[config.mk]
export PLATFORM = sky130hd
export DESIGN_NAME = fir_stream_framer
export DESIGN_NICKNAME = d
export VERILOG_FILES = /design/src/rtl/fir_stream_framer.sv
export SDC_FILE = /design/constraint.sdc
export NUM_CORES = 1
export LEC_CHECK = 0
export ABC_AREA = 1
export BUFFER_PORTS_ARGS = -buffer_cell sky130_fd_sc_hd__buf_4
export CORE_MARGIN = 2
export CORE_UTILIZATION = 36
export CTS_BUF_LIST = sky130_fd_sc_hd__clkbuf_8
export CTS_CLUSTER_DIAMETER = 80
export DETAILED_ROUTE_END_ITERATION = 12
export PLACE_DENSITY_LB_ADDON = 0.1
export SLEW_MARGIN = 20
export SYNTH_ARGS = -nofsm -noshare
export SYNTH_HDL_FRONTEND = slang
export SYNTH_SLANG_ARGS = --single-unit
[constraint.sdc]
create_clock -name axis_clk -period 8.1 [get_ports axis_clk]
set_input_delay 0.81 -clock axis_clk [delete_from_list [all_inputs] [get_ports axis_clk]]
set_output_delay 0.81 -clock axis_clk [all_outputs]
set_load 0.005 [all_outputs]
[src/rtl/fir_stream_framer.sv]
// Sample framer ahead of the FIR engine.
// It buffers upstream samples in a small circular FIFO and counts them against
// the programmed frame length. It marks the final sample with tlast. It also
// reports frame completion and rejected starts to the control logic.
//
// state | meaning
// IDLE  | no frame; upstream stalled; waiting for cfg_start
// RUN   | frame open; samples counted in, FIFO drains toward the FIR
// DONE  | last sample has left; one-cycle frame_done, then back to IDLE
module fir_stream_framer #(
    parameter int DEPTH = 4,
    parameter int DW    = 32
) (
    input  logic                     axis_clk,
    input  logic                     axis_rst_n,
    input  logic [31:0]              cfg_len,
    input  logic                     cfg_start,
    input  logic                     s_tvalid,
    input  logic [DW-1:0]            s_tdata,
    output logic                     s_tready,
    output logic                     m_tvalid,
    output logic [DW-1:0]            m_tdata,
    output logic                     m_tlast,
    input  logic                     m_tready,
    output logic                     busy,
    output logic                     frame_done,
    output logic                     start_err,
    output logic [$clog2(DEPTH):0]   level
);

    localparam int AW = $clog2(DEPTH);
    localparam int LW = AW + 1;

    typedef enum logic [1:0] {
        IDLE = 2'd0,
        RUN  = 2'd1,
        DONE = 2'd2
    } state_t;

    state_t          state;
    logic [31:0]     len_r;
    logic [31:0]     in_cnt;
    logic [31:0]     out_cnt;
    logic [AW-1:0]   wr_ptr;
    logic [AW-1:0]   rd_ptr;
    logic [LW-1:0]   level_r;
    logic            start_err_r;
    logic [DW:0]     mem [DEPTH];

    logic            full;
    logic            empty;
    logic            push;
    logic            pop;
    logic            last_in;
    logic [DW:0]     head;

    // Handshake and status decode; s_tready depends on registered state only
    always_comb begin
        full       = (level_r == LW'(DEPTH));
        empty      = (level_r == '0);
        s_tready   = (state == RUN) && (in_cnt < len_r) && !full;
        push       = s_tvalid && s_tready;
        pop        = !empty && m_tready;
        last_in    = (in_cnt == (len_r - 32'd1));
        head       = mem[rd_ptr];
        m_tvalid   = !empty;
        // Gating with empty keeps the data bus at zero while nothing is valid,
        // including right after reset when the storage holds unknown values.
        m_tdata    = empty ? '0 : head[DW-1:0];
        m_tlast    = !empty && head[DW];
        busy       = (state != IDLE);
        frame_done = (state == DONE);
        start_err  = start_err_r;
        level      = level_r;
    end

    // FIFO storage write; contents are qualified by level, so no reset is needed
    always_ff @(posedge axis_clk) begin
        if (push) begin
            mem[wr_ptr] <= {last_in, s_tdata};
        end
    end

    // Frame FSM, counters and FIFO pointers
    always_ff @(posedge axis_clk) begin
        if (!axis_rst_n) begin
            state       <= IDLE;
            len_r       <= '0;
            in_cnt      <= '0;
            out_cnt     <= '0;
            wr_ptr      <= '0;
            rd_ptr      <= '0;
            level_r     <= '0;
            start_err_r <= 1'b0;
        end else begin
            start_err_r <= 1'b0;

            if (push) begin
                wr_ptr <= wr_ptr + 1'b1;
                in_cnt <= in_cnt + 32'd1;
            end
            if (pop) begin
                rd_ptr  <= rd_ptr + 1'b1;
                out_cnt <= out_cnt + 32'd1;
            end

            case ({push, pop})
                2'b10:   level_r <= level_r + 1'b1;
                2'b01:   level_r <= level_r - 1'b1;
                default: level_r <= level_r;
            endcase

            case (state)
                IDLE: begin
                    if (cfg_start) begin
                        if (cfg_len != 32'd0) begin
                            len_r   <= cfg_len;
                            in_cnt  <= '0;
                            out_cnt <= '0;
                            state   <= RUN;
                        end else begin
                            start_err_r <= 1'b1;
                        end
                    end
                end
                RUN: begin
                    if (cfg_start) begin
                        start_err_r <= 1'b1;
                    end
                    if (pop && head[DW]) begin
                        state <= DONE;
                    end
                end
                DONE: begin
                    if (cfg_start) begin
                        start_err_r <= 1'b1;
                    end
                    state <= IDLE;
                end
                default: state <= IDLE;
            endcase
        end
    end

endmodule

==> results of run 1 <==
==> area by class of cell <==
type                            instances  area [sq um]  share of cell area
Sequential cell                       208          5487              0.4099
Clock inverter                         27         141.4             0.01056
Tap cell                              402         503.0             0.03758
Inverter                              145         545.5             0.04076
Clock buffer                           45         619.3             0.04627
Multi-Input combinational cell        994          5159              0.3854
Timing Repair Buffer                  117         930.9             0.06955
==> stage by stage <==
step                cells  hold WS (ns)  area, sq um  utilization  power, mW
floorplan            1399        0.4365        11420            -      2.228
global route         1938        0.4579        13390       0.4264      3.967
global placement     1863        0.4513        12550       0.3998      2.711
finish               1938        0.4696        13390       0.4264      3.685
detailed placement   1863        0.4630        12550       0.3998      2.714
CTS                  1935        0.4578        13310       0.4240      3.727
==> worst register-to-register path: stages, from the launching register on <==
cell	delay [ns]
dfxtp_1	0.56
ha_1	0.33
nand2_1	0.10
o21bai_1	0.11
a21oi_1	0.07
nor2_1	0.19
nand2_1	0.16
inv_2	0.75
nand3_2	0.55
nor2_4	0.98
==> report_power, final <==
part,internal [mW],switching [mW],leakage (nW)
Combinational,0.489,0.894,3.23
Clock,0.540,0.451,0.446
Sequential,1.24,0.0739,1.82
==> logic make-up (layout without fill, tap and decap cells) <==
logic type      Yosys count  after routing  synth area share
flops                   208            208            0.4802
simple gates            716            716            0.2768
xor+xnor                 26             26           0.02235
fa+ha+maj                45             45           0.04995
compound gates          207            207           0.09935
buf+inv                 197            334           0.07131
==> worst paths after layout <==
kind                               start                     end  slack, ns  depth (start not counted)
setup / recovery   in_cnt[27]$_SDFF_PN0_    mem[2][26]$_DFFE_PP_       3.88                          9
hold / removal    rd_ptr[1]$_SDFFE_PN0P_  rd_ptr[1]$_SDFFE_PN0P_       0.47                          2
setup reg to reg   in_cnt[27]$_SDFF_PN0_    mem[2][26]$_DFFE_PP_       3.88                          9
hold reg to reg   rd_ptr[1]$_SDFFE_PN0P_  rd_ptr[1]$_SDFFE_PN0P_       0.47                          2
==> sequential cells by signal, summed over array words and instances, names as in the netlist, named ones only <==
name and flops:
wr_ptr 2, rd_ptr 2, in_cnt 32, start_err 1, level 3, state 2, mem 132, len_r 32
==> synthesized netlist by cell type, drive strengths merged, types with 11 or more instances <==
cell type | count | area, sq um
edfxtp | 132 | 3964
dfxtp | 76 | 1521
clkbuf | 26 | 97.59
a21oi | 89 | 531.8
ha | 44 | 550.5
nor3 | 17 | 132.6
xor2 | 13 | 113.9
nand3 | 71 | 390.4
nand2 | 267 | 1030
o21ai | 113 | 565.5
xnor2 | 11 | 96.34
nor2 | 295 | 1150
nor4 | 11 | 87.59
nand3b | 12 | 102.6
nand4 | 40 | 250.2
buf | 26 | 171.4
inv | 144 | 540.5
==> metal layers <==
layer / up-vias / GRT usage
li1: 4869 / -
met1: 4341 / 0.2482
met2: 221 / 0.3176
met3: 50 / 0.02794
met5: - / 0
met4: 0 / 0.05677
==> impl_metrics.env, run 1 <==
export IMPL_htree_levels=2
export IMPL_routed_wl_mm=30.97
export IMPL_nFillCells=3184
export IMPL_seq_area_frac_synth=0.4802
export IMPL_place_hpwl_mm=21.41
export IMPL_root_buffer="clkbuf_8"
export IMPL_grt_max_degree=68
export IMPL_cp_end_kind="flip-flop"
export IMPL_syn_avg_cell_area_sq_um=8.165
export IMPL_crit_buf_inv=1
export IMPL_drc=0
export IMPL_dieArea_sq_um=33170
export IMPL_wl_met3_mm=1.496
export IMPL_vias=9481
export IMPL_post_route_min_period_ns=4.219
export IMPL_synth_edff_count=132
export IMPL_antenna_left=0
export IMPL_grt_pass1_vias=9145
export IMPL_coreArea_sq_um=31390
export IMPL_top_layer="met4"
export IMPL_slowest_delay_ns=0.97
export IMPL_die_x_microns=182.1
export IMPL_wl_per_cell_microns=15.98
export IMPL_cts_post_setup_buffers_inserted=0
export IMPL_p_per_area_nw_per_um2=275.3
export IMPL_ir_drop_uv=120.9
export IMPL_finalSetupTns_ns=0
export IMPL_crit_type="reg2reg"
export IMPL_fmax_mhz=237.0
export IMPL_avgViaCountPerCell=4.892
export IMPL_syn_area_sq_um=11420
export IMPL_tritoncts="done"
export IMPL_drt_iter0_markers=581
export IMPL_clockBufferDepth=3
export IMPL_port_buffers=109
export IMPL_antenna_cells=0
export IMPL_synthCells=1399
export IMPL_ios=110
export IMPL_cts_sinks=208
export IMPL_worst_slack_ns=3.881
export IMPL_hold_class="reg2reg"
export IMPL_mostFrequentLayoutCells="nor2_1, nand2_1, inv_1"
export IMPL_grtUsageTotal=0.1874
export IMPL_critical_path_cell_chain="ha_1 > nand2_1 > o21bai_1 > a21oi_1 > nor2_1 > nand2_1 > inv_2 > nand3_2 > nor2_4"
export IMPL_cp_slowest_cell="nor2_4"
export IMPL_fin_skew_ns=0.04096
export IMPL_ctsResizeCount=0
export IMPL_rows=65
export IMPL_slew_violations=0
export IMPL_wl_met2_mm=14.52
export IMPL_yosys_register_bits=208
export IMPL_worstPathMaxFanout=59
export IMPL_synthFlopType="edfxtp_1"
export IMPL_syn_to_final_growth_pct=17.19
export IMPL_rsz0062_at_grt="no"
export IMPL_crit_family="simple AND/OR/NAND/NOR gates"
export IMPL_ctsHoldBuffers=0
export IMPL_final_layout_size_suffix_gt1_frac=0.1556
export IMPL_synthesis_nets=1513
export IMPL_gp_congestion=0.8815
export IMPL_drt_pass1_iterations=5
export IMPL_finalSetupViolations=0
export IMPL_period_share=0.5209
export IMPL_tightestPinTransition_ns=1.033
export IMPL_status="finished clean"
export IMPL_clk_pin_slew_ns=0.06
export IMPL_nNetsFinal=1619
export IMPL_drv_cap=0
export IMPL_final_common_cell="nor2_1"
export IMPL_ys_async_sr_fraction=0
export IMPL_cts_buffers_inserted=39
export IMPL_cpMostUsedCell="nand2_1"
export IMPL_antenna_found_initial=0
export IMPL_max_slew_margin=0.3088
export IMPL_worstPathArrival_ns=4.34
export IMPL_crit_required_ns=8.22
export IMPL_synth_yosys_warnings=0
export IMPL_die_h_microns=182.1
export IMPL_met1_length_mm=14.17
export IMPL_start_util=0.3639
export IMPL_insertion_delay_ns=0.54
export IMPL_cp_start_kind="flip-flop"
export IMPL_grt_pass1_wl_mm=49.20
export IMPL_place_ws_ns=3.850
export IMPL_hold_viol=0
export IMPL_p_leak_nw=5.498
export IMPL_gr_total_overflow=0
export IMPL_yosys_cell_types_count=41
Power figures use the tool's default switching activity.
==> inputs of run 2 (changes only) <==
==> constraint.sdc (replaced) <==
create_clock -name axis_clk -period 4.2 [get_ports axis_clk]
set_input_delay 0.42 -clock axis_clk [delete_from_list [all_inputs] [get_ports axis_clk]]
set_output_delay 0.42 -clock axis_clk [all_outputs]
set_load 0.005 [all_outputs]
==> run 2 against run 1 <==
Compared with the run above:
- worst hold slack worse by 0.38 ns
- global-route usage grew 0.30 points
- via count is essentially flat
- non-clock buffer count increased by 7
- core utilization decreased by 0.092 points
- highest routed layer unchanged
- clock skew down 0.016 ns
==> impl_metrics.env, run 2 (synthesis results as in run 1) <==
export IMPL_hold_viol=0
export IMPL_largest_reg_flops=132
export IMPL_slowest_delay_ns=0.55
export IMPL_final_layout_size_suffix_gt1_frac=0.1590
export IMPL_ctsHoldBuffers=0
export IMPL_ios=110
export IMPL_drt_pass1_iterations=5
export IMPL_p_leak_nw=5.505
export IMPL_nFillCells=3236
export IMPL_crit_buf_inv=2
export IMPL_gr_total_overflow=0
export IMPL_insertion_delay_ns=0.54
export IMPL_post_route_min_period_ns=3.194
export IMPL_routed_wl_mm=31.56
export IMPL_mostFrequentLayoutCells="nor2_1, nand2_1, inv_1"
export IMPL_drc=0
export IMPL_max_slew_margin=0.4845
export IMPL_ctsResizeCount=0
export IMPL_grt_pass1_vias=9060
export IMPL_clockBufferDepth=3
export IMPL_cts_sinks=208
export IMPL_tightestPinTransition_ns=0.7732
export IMPL_final_util=0.4255
export IMPL_root_buffer="clkbuf_8"
export IMPL_nNetsFinal=1625
export IMPL_port_buffers=109
export IMPL_cp_end_kind="flip-flop"
export IMPL_fin_skew_ns=0.02464
export IMPL_multiInputGateArea_sq_um=5159
export IMPL_cpMostUsedCell="a21oi_1"
export IMPL_grt_pass1_wl_mm=49.75
export IMPL_ir_drop_uv=240.8
export IMPL_gp_congestion=0.8911
export IMPL_antenna_cells=0
export IMPL_wl_per_cell_microns=16.24
export IMPL_regArea_sq_um=5487
export IMPL_clk_pin_slew_ns=0.06
export IMPL_slew_violations=0
export IMPL_grtUsageTotal=0.1904
export IMPL_instances_no_fill=1943
export IMPL_crit_family="adder cells"
export IMPL_cp_slowest_cell="dfxtp_1"
export IMPL_cts_post_setup_buffers_inserted=0
export IMPL_avgViaCountPerCell=4.881
export IMPL_tritoncts="done"
export IMPL_htree_levels=2
export IMPL_holdWs_ns=0.08703
export IMPL_drt_iter0_markers=551
export IMPL_die_h_microns=182.1
export IMPL_cp_start_kind="flip-flop"
export IMPL_dieArea_sq_um=33170
export IMPL_rows=65
export IMPL_finalSetupTns_ns=0
export IMPL_fmax_mhz=313.1
export IMPL_hold_class="in2reg"
export IMPL_syn_to_final_growth_pct=16.94
export IMPL_p_per_area_nw_per_um2=528.2
export IMPL_crit_type="reg2reg"
export IMPL_rsz0062_at_grt="no"
export IMPL_finalSetupViolations=0
export IMPL_antenna_found_initial=0
export IMPL_cts_buffers_inserted=38
export IMPL_dp_cells=1873
export IMPL_top_register="mem"
export IMPL_period_share=0.7606
export IMPL_power_total_mw=7.054
export IMPL_vias=9483
export IMPL_top_regs="mem (132), in_cnt (32), len_r (32)"
export IMPL_status="finished clean"
export IMPL_place_hpwl_mm=21.70
export IMPL_drv_cap=0
export IMPL_crit_required_ns=4.65
export IMPL_critical_path_cell_chain="ha_1 > nand2_1 > o21bai_1 > a21oi_1 > nor2_1 > nand2_1 > inv_2 > nand3_2 > ha_1 > inv_1 > fa_1 > a21oi_1 > o21ai_0 > o21ai_0 > a21oi_1"
export IMPL_final_common_cell="nor2_1"
export IMPL_die_x_microns=182.1
export IMPL_start_util=0.3639
export IMPL_coreArea_sq_um=31390
export IMPL_worstPathArrival_ns=3.65
export IMPL_antenna_left=0
export IMPL_worstPathMaxFanout=15
export IMPL_grt_max_degree=67
## run 2: worst paths after layout
| kind | startpoint | slack (ns) | cells past startpoint | end |
|---|---|---|---|---|
| max | in_cnt[27]$_SDFF_PN0_ | 1.01 | 15 | level[2]$_SDFFE_PN0P_ |
| min | s_tdata[15] | 0.09 | 1 | mem[1][15]$_DFFE_PP_ |
| max reg2reg | in_cnt[27]$_SDFF_PN0_ | 1.01 | 15 | level[2]$_SDFFE_PN0P_ |
| min reg2reg | rd_ptr[1]$_SDFFE_PN0P_ | 0.47 | 2 | flip-flop |
## run 2: per-stage QoR
stage               setup slack [ns]  area [sq um]
finish                         1.006         13360
floorplan                     0.7992         11420
global route                  0.7130         13360
CTS                            1.009         13360
detailed placement             1.049         12640
global placement               1.104         12640
## run 2: report_power, final
part           switching [mW]  internal, mW  total [mW]  leakage [nW]
clock network           0.867         0.961        1.83         0.427
logic                    1.75         0.955        2.70          3.26
registers               0.140          2.39        2.53          1.82
## run 2: layer usage
metal	GRT usage	routed length (microns)	vias up
met1	0.2505	14530	4368
met4	0.04323	616	0
met2	0.3301	15060	190
met3	0.03033	1355	49
li1	-	-	4876
met5	0	0	-
## run 2: final cells by class
cell class,count,area share
flip-flops and latches,208,0.4108
clock buffers,44,0.04534
repair buffers,124,0.07063
well taps,402,0.03766
multi-input cells,994,0.3862
clock inverters,26,0.008525
inverters,145,0.04084
